==> src/rtl/parser_input_arbiter.sv <==
// Round-robin arbiter feeding one packet parser from NUM_REQ sources; one packet held at a time.
// Optional per-source grant counters are built when PARSER_ARB_STATS_EN is defined.
module parser_input_arbiter #(
   parameter int NUM_REQ = 4,
   parameter int ID_W    = 2
) (
   input  logic                    clk,
   input  logic                    rst_n,
`ifdef PARSER_ARB_STATS_EN
   input  logic                    stats_clr,
   output logic [NUM_REQ*16-1:0]   grant_cnt,
`endif
   input  logic [NUM_REQ-1:0]      req_valid,
   input  logic [NUM_REQ*32-1:0]   req_src_ip,
   input  logic [NUM_REQ*32-1:0]   req_dst_ip,
   input  logic [NUM_REQ*16-1:0]   req_src_port,
   input  logic [NUM_REQ*16-1:0]   req_dst_port,
   output logic [NUM_REQ-1:0]      req_ready,
   output logic                    pkt_valid,
   output logic [31:0]             src_ip_int,
   output logic [31:0]             dst_ip_int,
   output logic [15:0]             src_port,
   output logic [15:0]             dst_port,
   output logic [ID_W-1:0]         pkt_id,
   input  logic                    pkt_ready,
   output logic                    busy
);

   typedef enum logic {ARB_IDLE, ARB_HOLD} arb_state_e;

   arb_state_e state_q, state_d;
   logic [ID_W-1:0] last_grant;
   logic [ID_W-1:0] grant, hi_sel, lo_sel;
   logic            hi_found, lo_found;
   logic            accept;

   logic [NUM_REQ-1:0][31:0] src_ip_v, dst_ip_v;
   logic [NUM_REQ-1:0][15:0] src_port_v, dst_port_v;

   assign src_ip_v   = req_src_ip;
   assign dst_ip_v   = req_dst_ip;
   assign src_port_v = req_src_port;
   assign dst_port_v = req_dst_port;

   // Lowest valid index above last_grant wins; otherwise wrap to the lowest valid index overall.
   always_comb begin
      hi_found = 1'b0;
      lo_found = 1'b0;
      hi_sel   = '0;
      lo_sel   = '0;
      for (int i = NUM_REQ-1; i >= 0; i--) begin
         if (req_valid[i]) begin
            lo_found = 1'b1;
            lo_sel   = ID_W'(i);
            if (ID_W'(i) > last_grant) begin
               hi_found = 1'b1;
               hi_sel   = ID_W'(i);
            end
         end
      end
      grant = hi_found ? hi_sel : lo_sel;
   end

   assign accept = (state_q == ARB_IDLE) && lo_found;

   always_comb begin
      req_ready = '0;
      if (rst_n && accept)
         req_ready[grant] = 1'b1;
   end

   always_ff @(posedge clk or negedge rst_n) begin
      if (!rst_n) state_q <= ARB_IDLE;
      else        state_q <= state_d;
   end

   always_comb begin
      state_d = state_q;
      case (state_q)
         ARB_IDLE: if (lo_found)  state_d = ARB_HOLD;
         ARB_HOLD: if (pkt_ready) state_d = ARB_IDLE;
         default:                 state_d = ARB_IDLE;
      endcase
   end

   assign pkt_valid = (state_q == ARB_HOLD);
   assign busy      = (state_q == ARB_HOLD);

   always_ff @(posedge clk or negedge rst_n) begin
      if (!rst_n) begin
         src_ip_int <= '0;
         dst_ip_int <= '0;
         src_port   <= '0;
         dst_port   <= '0;
         pkt_id     <= '0;
         last_grant <= ID_W'(NUM_REQ-1);
      end else if (accept) begin
         src_ip_int <= src_ip_v[grant];
         dst_ip_int <= dst_ip_v[grant];
         src_port   <= src_port_v[grant];
         dst_port   <= dst_port_v[grant];
         pkt_id     <= grant;
      end else if ((state_q == ARB_HOLD) && pkt_ready) begin
         last_grant <= pkt_id;
      end
   end

`ifdef PARSER_ARB_STATS_EN
   logic [NUM_REQ-1:0][15:0] cnt;

   for (genvar g = 0; g < NUM_REQ; g++) begin : g_cnt
      // Clear has priority over a same-cycle accept; counters saturate.
      always_ff @(posedge clk or negedge rst_n) begin
         if (!rst_n)
            cnt[g] <= '0;
         else if (stats_clr)
            cnt[g] <= '0;
         else if (accept && (grant == ID_W'(g)) && (cnt[g] != 16'hFFFF))
            cnt[g] <= cnt[g] + 16'd1;
      end
   end

   assign grant_cnt = cnt;
`endif

endmodule

==> config.mk <==
export PLATFORM = sky130hd
export DESIGN_NAME = parser_input_arbiter
export DESIGN_NICKNAME = d
export VERILOG_FILES = /design/src/rtl/parser_input_arbiter.sv
export SDC_FILE = /design/constraint.sdc
export NUM_CORES = 1
export LEC_CHECK = 0
export CORE_AREA = 2 2 194 196
export CTS_BUF_LIST = sky130_fd_sc_hd__clkbuf_4 sky130_fd_sc_hd__clkbuf_8
export DETAILED_ROUTE_END_ITERATION = 16
export DIE_AREA = 0 0 196 198
export GPL_TIMING_DRIVEN = 0
export PLACE_DENSITY = 0.49
export SLEW_MARGIN = 20
export SYNTH_ARGS = -nofsm -noshare
export SYNTH_HDL_FRONTEND = slang
export SYNTH_SLANG_ARGS = --single-unit
export TNS_END_PERCENT = 50
==> constraint.sdc <==
create_clock -name clk -period 2.3 [get_ports clk]
set_input_delay 0.345 -clock clk [delete_from_list [all_inputs] [get_ports clk]]
set_output_delay 0.345 -clock clk [all_outputs]
set_load 0.02 [all_outputs]
; Word-level counts from Yosys, hierarchy flattened
; Cells that the tools add are included.
; Widths: inputs -> output; s select.
[word_totals]
reg_bits = 101
in_bits = 391
output_inout_bits = 104
word_cells = 59
[classes]
order_cmp = 6
n_mux = 39
bitwise = 2
reduce_logical = 5
[op_table]
columns = operator, count
row1 = $bmux 32 s2, 2
row2 = $bmux 16 s2, 2
row3 = $mux 32, 2
row4 = $mux 16, 2
row5 = $mux 2, 13
row6 = $mux 1, 15
row7 = $gt 1x2->1 const A, 2
row8 = $gt 2x2->1 const A, 2
row9 = $logic_and 1x1->1, 4
row10 = $mux 4, 1
row11 = $lt 2x3->1 const B, 1
row12 = $demux 1 s2, 1
row13 = $ge 2x1->1 const B, 1
row14 = $not 1->1, 2
row15 = $pmux 1 s2, 1
row16 = $reduce_and 2->1, 1

; Depth between registers and ports, before layout
; Gate-level depths: netlist of run 1.
[logic_depth]
depth_word = 15
depth_mapped = 9
mapped_depth_nobuf = 5

; Least setup slack after synthesis of run 1
; Ideal clock, no wire load.
[synth_path]
path_kind = register to output
from = reg last_grant[0]
to = out req_ready[3]
arrival_ns = 1.636
required_ns = 1.955
setup_slack_ns = 0.319
stages_incl_launch_ff = 7
path_buffers = 2
cell_sequence = dfstp_2 or2b_1 a21oi_1 o21a_1 buf_2 buf_2 and3_1
[synth_via]
elab_chain_len = 15
[synth_lines]
columns = element, line
row1 = "start, declared", 32  ; logic [ID_W-1:0] last_grant;
row2 = "start signal, assigned", 96  ; last_grant <= ID_W'(NUM_REQ-1);
row3 = "start signal, assigned", 104  ; last_grant <= pkt_id;
row4 = $gt 2x2->1, 55  ; if (ID_W'(i) > last_grant) begin
row5 = $mux 2 / $mux 1 (equally long branches), 55
row6 = $mux 2 / $mux 1 (equally long branches), 52  ; if (req_valid[i]) begin
row7 = $mux 2 / $mux 1 (equally long branches), 55
row8 = $mux 2 / $mux 1 (equally long branches), 52
row9 = $mux 2 / $mux 1 (equally long branches), 55
row10 = $mux 2 / $mux 1 (equally long branches), 52
row11 = $mux 2 / $mux 1 (equally long branches), 55
row12 = $mux 2 / $mux 1 (equally long branches), 52
row13 = $mux 2 *, 61  ; grant = hi_found ? hi_sel : lo_sel;
row14 = $lt 2x3->1 (implied by the code) / $ge 2x1->1 (equally long branches), 69  ; req_ready[grant] = 1'b1;
row15 = $logic_and 1x1->1 (implied by the code), 69
row16 = $mux 1 (implied by the code), 69
row17 = $demux 1 s2 *, 69
row18 = $mux 4 *, 68  ; if (rst_n && accept)
row19 = "end, declared", 18  ; output logic [NUM_REQ-1:0] req_ready,
; Mark *: on every way between the ends. The rest lies on a longest branch, timed or not.

; Worst setup path after layout of run 1
[layout_path]
from = reg last_grant[0]
to = out req_ready[0]
; The elaborated chain is that of the path after synthesis.

==> results.md, run 1 <==
- The port buffer count is 493.
- STA classifies the critical path endpoint as a primary output.
- The die outline width is 196 um.
- On the final layout, the worst clock skew is 12.06 ps.
- The post-detailed-routing wire length is 38.67 mm.
- After detailed routing, the number of remaining DRC violations is 0.
- In the final layout, the multi-input gates occupy 4135 um2.
- In this run the power density over the cells is 915.5 nW/um2.
- On the final layout, the worst hold slack is 466.2 ps.
- Clock-pin slew was measured on the worst setup and hold paths at 110 ps.
- The number of slew-limit violations in the final report is 0.
- Entering global routing, the biggest net connects 55 pins.
- Subtracting the final worst setup slack from the clock period gives 2363 ps.
- The largest buffer count on any clock path is 2.
- In this run the static leakage power is 0.005194 uW.
- The flow ran to the end, but the final reports show violations.
- The slew of the pin with the lowest slew margin is 805.2 ps.
- The wire-length estimate of the detail-placed layout is 29.54 mm.
- Of all nets on the critical path, the largest fanout is 6.
- The worst register-to-register path has a depth of 8.
- The area of the mapped netlist is 7003 um2.
- At the worst endpoint, the arrival time is 2020 ps.
- Summing over every cut layer, the via total after detailed routing is 8057.
- The initial antenna violation count is 3.
- The first-pass GRT wire length is 55.29 mm.
- The detailed-route wire length per cell is 22.68 um.
- The post-synthesis async set-or-reset flop share is 1.000.
- The placed instance area is 12560 um2.
- Counting every net in the synthesized netlist gives 1093.
- The proportion of layout cells with a drive suffix above 1 is 0.1642.
- The clock root buffer is sky130_fd_sc_hd__clkbuf_8.
- The number of inserted filler cells in the final layout is 3865.
- Counting tap cells, the placed design contains a total of 1670 instances.
- In this run, the number of DRC markers left after iteration 0 of detailed routing was 258.
- The slack of the worst reg-to-reg path is 70 ps.
- The cell count after synthesis is 702.
- Pin placement for this block handled 495 I/O pins.
- The number of warning messages in the yosys log is 0.
- The worst register-to-register path ends at dst_port[1].
- The pre-antenna-repair detailed-routing pass consisted of 4 iterations.
- The worst setup path is launched from a register.
- The slowest stage of the critical path is the sky130_fd_sc_hd__dfstp_2 cell.
- Dividing the detail-routed via count by the number of cells gives 4.726.
- The weighted congestion reported at the end of routability-driven placement is 0.7970.
- The final reports fail on negative setup slack.
- The H-tree generated during clock tree synthesis spans 3 levels.
- The number of buffers inserted during clock tree synthesis is 9.
- The final non-filler cell area is 13180 um2.
- In this run the standard cell core region covers 36960 um2.
- The count of maximum capacitance violations is 0.
- The total grt overflow is 0.
- The total negative setup slack is -112.4 ps.
- The number of distinct library cells after synthesis is 37.
- The kind of cell adding the most delay to the critical path is flip-flops.
- Traced cell by cell, the critical path runs through and2b_1, buf_4, o22a_1, o21ai_4, buf_8, and3_4, buf_6.
- Across the whole layout, storage elements account for 2531 um2.
- The minimum setup slack in the final design is -62.58 ps.
- The number of synthesized flops with an enable pin is 0.
- The count of endpoints failing hold in the final timing report is 0.
- The type of the most critical hold path is in2reg.
- The final count of negative-setup-slack endpoints is 4.
- In this design, the stage delay of the slowest critical-path cell is 590 ps.
- The latest clock arrival within the worst-skew pair is 410 ps.
- After synthesis the netlist holds a flip-flop and latch count of 101.
- IR analysis of the VDD net gives a maximum drop of 0.0003326 V.
- Dividing the final minimum period by the clock period gives 1.027.
- The maximum clock rate is 423.3 MHz.
- The endpoint with the worst hold slack is busy.
- The total die area is 38810 um2.
- The vertical die dimension is 198 um.
- The antenna violation net count after detailed routing is 0.
- The area growth from synthesis to layout is 88.24%.
- Averaged over all synthesized cells, the footprint is 9.976 um2.
- The most frequent standard cell in the layout excluding fill and tap cells is sky130_fd_sc_hd__clkdlybuf4s50_1.
- The worst flop-to-flop path startpoint is last_grant[1].
- The via count of the first global-routing pass is 8443.
- The tree built by TritonCTS fans out to 101 sinks.
- The count of buffer and inverter cells on the critical path is 3.
- The worst slew slack as a fraction of its limit is 0.4632.
- TritonCTS built the clock tree.
- The utilization after layout is 0.3567.
- The startpoint identified for the worst hold timing path is req_valid[0].
- The number of placement rows is 71.
- Along the worst hold path, the cell count comes to 3.
- The initial core utilization is 0.1895.
- Setup repair after global routing could not meet its margin everywhere.
- The share of the Yosys chip area taken by registers is 0.3613.
- The global-route total usage across every layer is 0.1933.
- The top flip-flop cell by instance count after synthesis is sky130_fd_sc_hd__dfrtp_1.
- The library cells used most frequently in the layout, excluding fill and tap cells, are 485 x sky130_fd_sc_hd__clkdlybuf4s50_1, 98 x sky130_fd_sc_hd__nor2_1, 98 x sky130_fd_sc_hd__dfrtp_1, 97 x sky130_fd_sc_hd__o22ai_1, 95 x sky130_fd_sc_hd__mux2i_1.
- The finished layout holds 1705 standard cells, fillers aside.
- The final net count is 1616.
- The worst setup path is of the reg2out kind.
- The data required time at the worst endpoint is 1960 ps.
power breakdown:
| part | leakage [uW] | internal (uW) | switching [uW] | total, uW |
|---|---|---|---|---|
| combinational | 0.00399 | 3640 | 3930 | 7570 |
| sequential | 0.00109 | 2510 | 574 | 3080 |
| clock | 0.000117 | 700 | 719 | 1420 |
| total | 0.00519 | 6850 | 5220 | 12100 |
state kept, by name (all words and copies together) (netlist names):
name	cells
busy	1
dst_ip_int	32
dst_port	16
last_grant	2
pkt_id	2
src_ip_int	32
src_port	16
cell type report:
cell class | instances | share of cell area
Antenna cell | 1 | 0.0001898
Buffer | 71 | 0.03815
Clock buffer | 13 | 0.01262
Clock inverter | 3 | 0.005125
Inverter | 1 | 0.0002847
Multi-Input combinational cell | 523 | 0.3137
Sequential cell | 101 | 0.1920
Tap cell | 474 | 0.04499
Timing Repair Buffer | 518 | 0.3929
repair_timing:
item	4_1_cts	5_1_grt
hold buffers	2	0
buffers inserted	19	3
endpoints found under the hold margin	54	0
endpoints found under the setup margin	102	70
pin swaps	5	4
resized for setup	56	42
worst max-delay path by stage:
stage	startpoint	to	slack, ps	depth (start not counted)
2_1_floorplan	last_grant[0]	req_ready[3]	320	6
3_5_place_dp	req_valid[0]	req_ready[1]	-1630	8
3_3_place_gp	rst_n	req_ready[2]	-4130	3
5_1_grt	last_grant[0]	req_ready[0]	-160	7
4_1_cts	last_grant[0]	req_ready[3]	-110	7
6_report	last_grant[0]	req_ready[0]	-60	7
logic make-up after synthesis:
group / Yosys count / synth area share
AND/OR/NAND/NOR: 124 / 0.07344
flip-flops: 101 / 0.3613
AO/OA/AOI/OAI: 301 / 0.3584
buffers and inverters: 78 / 0.06646
multiplexers: 98 / 0.1404
cells in the mapped netlist, drive strengths merged, types with 3 or more instances:
library cell / instances / area [um2]
nor2: 100 / 377.9
dfrtp: 99 / 2477
a221oi: 97 / 1299
o22ai: 97 / 606.8
mux2i: 96 / 960.9
o21ai: 83 / 419.2
buf: 61 / 401.6
o21bai: 17 / 127.6
clkbuf: 16 / 60.06
nand2: 10 / 37.54
and3: 5 / 31.28
or2: 3 / 21.28
worst reg2reg max path, cell delays in order, from the launching register on:
cell                       delay [ps]
sky130_fd_sc_hd__dfstp_2          540
sky130_fd_sc_hd__buf_4            150
sky130_fd_sc_hd__nor2_1            90
sky130_fd_sc_hd__o311a_1          370
sky130_fd_sc_hd__buf_12           140
sky130_fd_sc_hd__buf_8            180
sky130_fd_sc_hd__buf_6            190
sky130_fd_sc_hd__a221oi_1         340
sky130_fd_sc_hd__o22ai_1          110
per-stage QoR:
stage / setup slack [ps] / power (uW)
after floorplan: 318.8 / 6937
after global placement: -4125 / 10400
after detailed placement: -1627 / 10450
after CTS: -114.2 / 12170
after global routing: -158.3 / 12850
final: -62.58 / 12070
routing by layer:
layer | GRT usage | part of all wire | vias up
met5 | 0 | 0.00034 | -
met4 | 0.05499 | 0.017 | 2
met3 | 0.05025 | 0.076 | 30
met2 | 0.3370 | 0.50 | 352
met1 | 0.2346 | 0.41 | 3859
li1 | - | - | 3814
(Power assumes the default switching activity.)
==> run 2: changes to the inputs <==
--- a/config.mk
+++ b/config.mk
@@ -5,12 +5,13 @@
 export SDC_FILE = /design/constraint.sdc
 export NUM_CORES = 1
 export LEC_CHECK = 0
-export CORE_AREA = 2 2 194 196
+export CORE_AREA = 2 2 191 193
 export CTS_BUF_LIST = sky130_fd_sc_hd__clkbuf_4 sky130_fd_sc_hd__clkbuf_8
 export DETAILED_ROUTE_END_ITERATION = 16
-export DIE_AREA = 0 0 196 198
+export DIE_AREA = 0 0 193 195
 export GPL_TIMING_DRIVEN = 0
-export PLACE_DENSITY = 0.49
+export PLACE_DENSITY = 0.5
+export SKIP_LAST_GASP = 1
 export SLEW_MARGIN = 20
 export SYNTH_ARGS = -nofsm -noshare
 export SYNTH_HDL_FRONTEND = slang
==> results.md, run 2 (synthesis results as in run 1) <==
- The utilization after layout was 0.3721 (+0.01543).
- The area of the core is 35400 um2 (-4.2%).
- The minimum setup slack in the final design is -64.85 ps (-2.276 ps).
- The final non-filler cell total is 1688 (-1.0%).
- The total die area is 37640 um2 (-3.0%).
- The combinational share of power came to 0.643 (+0.016).
- The number of buffers inserted during clock tree synthesis is 9 (unchanged).
- The data required time at the worst endpoint was 1960 ps (about the same).
- The clock root buffer is sky130_fd_sc_hd__clkbuf_8.
- STA classifies the critical path endpoint as a primary output.
- The vertical die dimension is 195 um (-1.5%).
- The total negative setup slack is -125.2 ps (-12.80 ps).
- The clock sink total was 101 (unchanged).
- The first-pass GRT wire length is 54.25 mm (-1.9%).
- The kind of start point of the critical path is a register.
- The DRC violation count after routing is 0 (unchanged).
- The worst endpoint data arrival time is 2020 ps (about the same).
- The placed instance area is 12540 um2 (-0.13%).
- The largest buffer count on any clock path came to 2 (unchanged).
- The count of TritonRoute iterations in the first routing pass is 5 (+1).
- The flow ran to the end, but the final reports show violations.
- The count of maximum capacitance violations came to 0 (unchanged).
- The weighted congestion reported at the end of routability-driven placement came to 0.7810 (-2.0%).
- The leakage power of the design is 0.005156 uW (-0.73%).
- The pre-CTS setup slack is -1633 ps (-6.190 ps).
- The initial antenna violation count came to 1 (-2).
- The die outline width came to 193 um (-1.5%).
- The first-iteration detailed-routing DRC count was 333 (+29%).
- The number of H-tree levels came to 3 (unchanged).
- The type of the most critical hold path is in2async.
- The total power density per cell area is 907.8 nW/um2 (-0.85%).
- The layout overhead on the synthesized area came to 88.10% (about the same).
- Leaving out fill and tap cells, the most frequent cell in the layout is sky130_fd_sc_hd__clkdlybuf4s50_1.
- The count of endpoints failing hold in the final timing report is 0 (unchanged).
- The part of the power in registers is 0.256 (about the same).
- Setup repair after global routing could not meet its margin everywhere.
- The global-route total usage across every layer is 0.1963 (+0.003043).
- The maximum clock rate is 422.9 MHz (about the same).
- The final critical delay including setup and external delays was 2365 ps (+2.276 ps).
- The number of I/O pins is 495 (unchanged).
- The cell total after placement is 1657 (-0.78%).
- The checks that failed: negative setup slack.
- The area taken by flip-flops and latches came to 2530 um2 (about the same).
- The clock-pin slew on the worst setup and hold paths came to 120 ps (about the same).
- The worst-path maximum fanout is 5 (-1).
- The total grt overflow is 0 (unchanged).
- The vias per cell is 4.780 (+1.2%).
- The share of total power in the clock network is 0.101 (-0.017).
- The total area of multi-input combinational cells is 4182 um2 (+1.1%).
- The via count of the first global-routing pass is 8288 (-1.8%).
- The worst clock skew came to 20.16 ps (+8.095 ps).
- The switching part of the total is 0.4432 (+0.01042).
- The design internal power is 6659 uW (-2.7%).
- The proportion of layout cells with a drive suffix above 1 is 0.1631 (-0.001096).
- The final non-filler cell area was 13170 um2 (about the same).
- The maximum number of pins on one net before global-route repair was 60 (+9.1%).
- The latest clock arrival within the worst-skew pair is 400 ps (about the same).
- The total via count after detailed routing was 8069 (+0.15%).
- The final period utilization is 1.028 (about the same).
- In the layout the commonest cells are 485 x sky130_fd_sc_hd__clkdlybuf4s50_1, 99 x sky130_fd_sc_hd__dfrtp_1, 98 x sky130_fd_sc_hd__nor2_1, 97 x sky130_fd_sc_hd__o22ai_1, 88 x sky130_fd_sc_hd__mux2i_1.
- The largest registers in the layout are dst_ip_int x32, src_ip_int x32.
- The number of placement rows was 69 (-2.8%).
- The final net count is 1612 (-0.25%).
- The type of the worst setup path is reg2out.
- TritonCTS built the clock tree.
- The initial core utilization came to 0.1978 (+0.008346).
- The number of inserted filler cells in the final layout is 3651 (-5.5%).
- The detailed placer's ending HPWL is 29.57 mm (about the same).
- The worst-case vdd ir drop is 0.0003352 V (+0.79%).
- The post-detailed-routing wire length is 38.67 mm (about the same).
- The number of slew-limit violations in the final report came to 0 (unchanged).
- The port buffer count is 493 (unchanged).
- The antenna violation net count after detailed routing is 0 (unchanged).
- The detailed-route wire length per cell came to 22.91 um (+1.0%).
- The slew of the pin with the lowest slew margin is 760.4 ps (-44.72 ps).
- The final count of negative-setup-slack endpoints was 3 (-1).
- The worst slew slack as a fraction of its limit is 0.4930 (+0.02982).
- The net switching power is 5299 uW (+1.5%).
[run 2: power by group through the flow]
stage                     clock, uW  combinational (uW)  sequential (uW)
final                          1210                7680             3060
after global placement            0                7330             3060
after CTS                      1280                7660             3060
after floorplan                   0                3030             3900
after detailed placement          0                7340             3090
after global routing           1340                8190             3180
[run 2: area by class of cell]
cell class | count | area share
repair buffers | 513 | 0.3918
multi-input cells | 523 | 0.3174
plain buffers | 72 | 0.04037
well taps | 461 | 0.04379
clock inverters | 5 | 0.003040
inverters | 1 | 0.0002850
flip-flops and latches | 101 | 0.1921
clock buffers | 11 | 0.01102
diodes | 1 | 0.0001900
[run 2: repair_timing]
action	4_1_cts	5_1_grt
pin swaps	4	4
gates resized for setup	66	34
endpoints found under the hold margin	45	0
setup endpoints to repair	102	81
hold buffers	2	0
buffers inserted	17	0
[run 2: per-layer routing]
metal  track usage  up-vias  wire length, um
met3       0.04403       36             2887
li1              -     3799                -
met2        0.3470      348            19380
met5             0        -                0
met1        0.2380     3886            15580
met4       0.05219        0              820
[run 2: worst paths after layout]
| path | from | slack (ps) | cells past startpoint | to |
|---|---|---|---|---|
| worst max-delay path | last_grant[0] | -60 | 7 | req_ready[1] |
| worst min-delay path | rst_n | 470 | 3 | src_port[3] |
| worst max register to register | last_grant[1] | 20 | 9 | dst_ip_int[21] |
| worst min register to register | pkt_id[1] | 530 | 2 | pkt_id[1] |
| max in group asynchronous | rst_n | 1470 | 3 | dst_ip_int[24] |
| min in group clk | req_valid[1] | 530 | 3 | busy |
[run 2: critical path: stages (launching register included)]
cell                       delay (ps)
sky130_fd_sc_hd__dfstp_2          410
sky130_fd_sc_hd__buf_4            140
sky130_fd_sc_hd__nand2b_1         150
sky130_fd_sc_hd__and2_4           180
sky130_fd_sc_hd__o311a_4          310
sky130_fd_sc_hd__buf_12           130
sky130_fd_sc_hd__and3_1           140
sky130_fd_sc_hd__buf_2            160
[run 2: stage by stage]
step	hold slack, ps	total power [uW]
6_report	474.6	11960
5_1_grt	467.6	12700
4_1_cts	464.0	12000
3_5_place_dp	323.9	10430
3_3_place_gp	515.3	10380
2_1_floorplan	49.41	6937
==> run 3: changes to the inputs <==
--- a/config.mk
+++ b/config.mk
@@ -9,7 +9,6 @@
 export CTS_BUF_LIST = sky130_fd_sc_hd__clkbuf_4 sky130_fd_sc_hd__clkbuf_8
 export DETAILED_ROUTE_END_ITERATION = 16
 export DIE_AREA = 0 0 193 195
-export GPL_TIMING_DRIVEN = 0
 export PLACE_DENSITY = 0.5
 export SKIP_LAST_GASP = 1
 export SLEW_MARGIN = 20
==> results.md, run 3 (synthesis results as in run 1) <==
- The worst-case vdd ir drop is 0.0004749 V (+42%).
- TritonCTS built the clock tree.
- The number of buffers inserted during clock tree synthesis was 9 (unchanged).
- The initial antenna violation count is 1 (unchanged).
- The final critical delay including setup and external delays is 2233 ps (-131.8 ps).
- The worst clock skew was 17.23 ps (-2.925 ps).
- The clock sink total is 101 (unchanged).
- Grouping stages by cell kind, the critical path spends the most delay in flip-flops.
- In this run the worst setup path terminates at src_ip_int[11].
- The total die area is 37640 um2 (unchanged).
- The final count of negative-setup-slack endpoints was 0 (-3).
- The library cells used most frequently in the layout, excluding fill and tap cells, are 489 x sky130_fd_sc_hd__clkdlybuf4s50_1, 99 x sky130_fd_sc_hd__dfrtp_1, 98 x sky130_fd_sc_hd__nor2_1, 97 x sky130_fd_sc_hd__o22ai_1, 96 x sky130_fd_sc_hd__mux2i_1.
- Setup repair after global routing could not meet its margin everywhere.
- The total area of multi-input combinational cells is 4063 um2 (-2.8%).
- The slack of the worst reg-to-reg path is 70 ps (+50 ps).
- The worst hold-check slack is 99.48 ps (-375.1 ps).
- The vertical die dimension is 195 um (unchanged).
- The global-route track usage on met1 was 0.2010 (-0.03705).
- The number of inserted filler cells in the final layout came to 3664 (+0.36%).
- The weighted congestion reported at the end of routability-driven placement is 0.7865 (+0.70%).
- Compared with the post-synthesis result, the final layout area differs by 86.42%.
- The final non-filler cell total came to 1677 (-0.65%).
- The maximum clock rate is 447.8 MHz (+5.9%).
- The antenna violation net count after detailed routing is 0 (unchanged).
- The port buffer count came to 494 (+0.20%).
- The clock-pin slew on the worst setup and hold paths is 120 ps (about the same).
- The latest clock arrival within the worst-skew pair is 400 ps (about the same).
- The depth of the most critical reg-to-reg path is 8 (-1).
- The data required time at the worst endpoint is 2580 ps (+620 ps).
- The type of the most critical hold path is in2async.
- The detailed placer's ending HPWL is 27.03 mm (-8.6%).
- STA classifies the critical path startpoint as a register.
- The detailed-route wire length per cell is 20.66 um (-9.8%).
- The global-route total usage across every layer came to 0.1753 (-0.02102).
- The clock root buffer is sky130_fd_sc_hd__clkbuf_8.
- The critical path starts at last_grant[0].
- The library cell contributing the largest single delay on the critical path is sky130_fd_sc_hd__dfstp_2.
- The count of maximum capacitance violations is 0 (unchanged).
- The die outline width came to 193 um (unchanged).
- The number of gates on the worst path with buffers counted is 8 (+1).
- The signal on the critical path passes through nand2b_1, buf_4, o21ai_1, a221o_4, buf_12, buf_4, mux2i_1, o22ai_1.
- The worst endpoint data arrival time is 2510 ps (+490 ps).
- The leakage power of the design came to 0.005145 uW (-0.22%).
- The cell that appears most often on the critical path is sky130_fd_sc_hd__buf_4.
- The vias per cell is 4.696 (-1.8%).
- The count of buffer and inverter cells on the critical path is 3 (unchanged).
- The number of placement rows is 69 (unchanged).
- The longest individual stage delay on the worst path came to 610 ps (+200 ps).
- The final non-filler cell area came to 13060 um2 (-0.89%).
- The post-detailed-routing wire length is 34.64 mm (-10%).
- The hold buffer count at CTS came to 0 (-2).
- The total via count after detailed routing was 7875 (-2.4%).
- The slew of the pin with the lowest slew margin is 804.0 ps (+43.54 ps).
- The area taken by flip-flops and latches was 2530 um2 (unchanged).
- The type of element capturing the critical path is a register.
- The proportion of layout cells with a drive suffix above 1 is 0.1539 (-0.009223).
- The met3 track utilization from global routing is 0.04260 (-0.001438).
- The count of endpoints failing hold in the final timing report is 0 (unchanged).
- The endpoint identified for the worst register-to-register timing path is src_ip_int[11].
- The DRC violation count after routing was 0 (unchanged).
- The number of H-tree levels is 3 (unchanged).
- The via count of the first global-routing pass is 7979 (-3.7%).
- The area of the core was 35400 um2 (unchanged).
- The total grt overflow was 0 (unchanged).
- The largest registers in the layout are dst_ip_int x32, src_ip_int x32.
- The number of slew-limit violations in the final report came to 0 (unchanged).
- The largest buffer count on any clock path is 2 (unchanged).
- The first-iteration detailed-routing DRC count is 326 (-2.1%).
- The maximum number of pins on one net before global-route repair is 80 (+33%).
- The worst flop-to-flop path startpoint is last_grant[0].
- The utilization after layout was 0.3688 (-0.003323).
- The final period utilization is 0.9709 (-0.05731).
- The initial core utilization is 0.1978 (unchanged).
- The placed instance area came to 12830 um2 (+2.3%).
- The worst slew slack as a fraction of its limit came to 0.4640 (-0.02903).
- The fraction of met2 tracks used by global routing is 0.3236 (-0.02336).
- The run finished with clean final reports.
- The total power density per cell area is 901.5 nW/um2 (-0.69%).
- The count of TritonRoute iterations in the first routing pass is 4 (-1).
- The worst-path maximum fanout was 24 (+19).
- The most frequent standard cell in the layout excluding fill and tap cells is sky130_fd_sc_hd__clkdlybuf4s50_1.
- The global routing's busiest layer is met2.
- The type of the worst setup path is reg2reg.
- The cell total after placement is 1659 (+0.12%).
- The final net count is 1601 (-0.68%).
- The first-pass GRT wire length came to 49.53 mm (-8.7%).
- The number of I/O pins is 495 (unchanged).
run 3: cell count changes in the layout (fill, tap and decap cells not counted), sizes merged:
cell and change:
buf +4, bufinv +1, clkinvlp +1, dlygate4sd3 -1, inv -4, clkinv +1
clkdlybuf4s50 +4, clkbuf -14, dlygate4sd2 -3
run 3: metal layers:
layer / part of all wire / wire (um) / vias up
met5: 0 / 0 / -
met4: 0.015 / 533 / 0
met3: 0.078 / 2691 / 17
met2: 0.51 / 17820 / 326
met1: 0.39 / 13600 / 3757
li1: - / - / 3775
run 3: worst min path at each step:
stage                   startpoint        endpoint  slack [ps]  cells past startpoint
floorplan                    rst_n            busy          50                      0
global placement    src_ip_int[26]  src_ip_int[26]         560                      2
detailed placement           rst_n    dst_port[11]         560                      2
CTS                          rst_n    dst_port[12]         110                      2
global route                 rst_n    dst_port[12]         150                      2
finish                       rst_n    dst_port[11]         100                      2
run 3: area by class of cell:
class                   count  share of cell area
inverters                   1           0.0002875
well taps                 461             0.04418
clock inverters             4            0.003642
diodes                      1           0.0001917
clock buffers              12             0.01169
repair buffers            574              0.4350
flip-flops and latches    101              0.1938
multi-input cells         523              0.3112
run 3: through the flow:
stage / total power, uW / worst slack [ps] / TNS, ps
after global placement: 10510 / -315.2 / -20840
after floorplan: 6937 / 318.8 / 0
after global routing: 12540 / -64.73 / -277.0
after CTS: 11920 / -18.93 / -39.65
after detailed placement: 10570 / -319.5 / -22500
final: 11770 / 66.96 / 0
run 3: where the power goes:
| part | internal (uW) | switching [uW] | total (uW) | leakage (uW) |
|---|---|---|---|---|
| combinational | 3670 | 3720 | 7380 | 0.00395 |
| sequential | 2510 | 605 | 3110 | 0.00109 |
| clock | 557 | 717 | 1270 | 0.000103 |
| total | 6730 | 5040 | 11800 | 0.00514 |
run 3: repair_timing:
| item | 4_1_cts | 5_1_grt |
|---|---|---|
| resized for setup | 18 | 10 |
| buffers inserted | 0 | 1 |
| endpoints found under the setup margin | 6 | 40 |
| pin swaps | 0 | 2 |
| endpoints found under the hold margin | 0 | 0 |
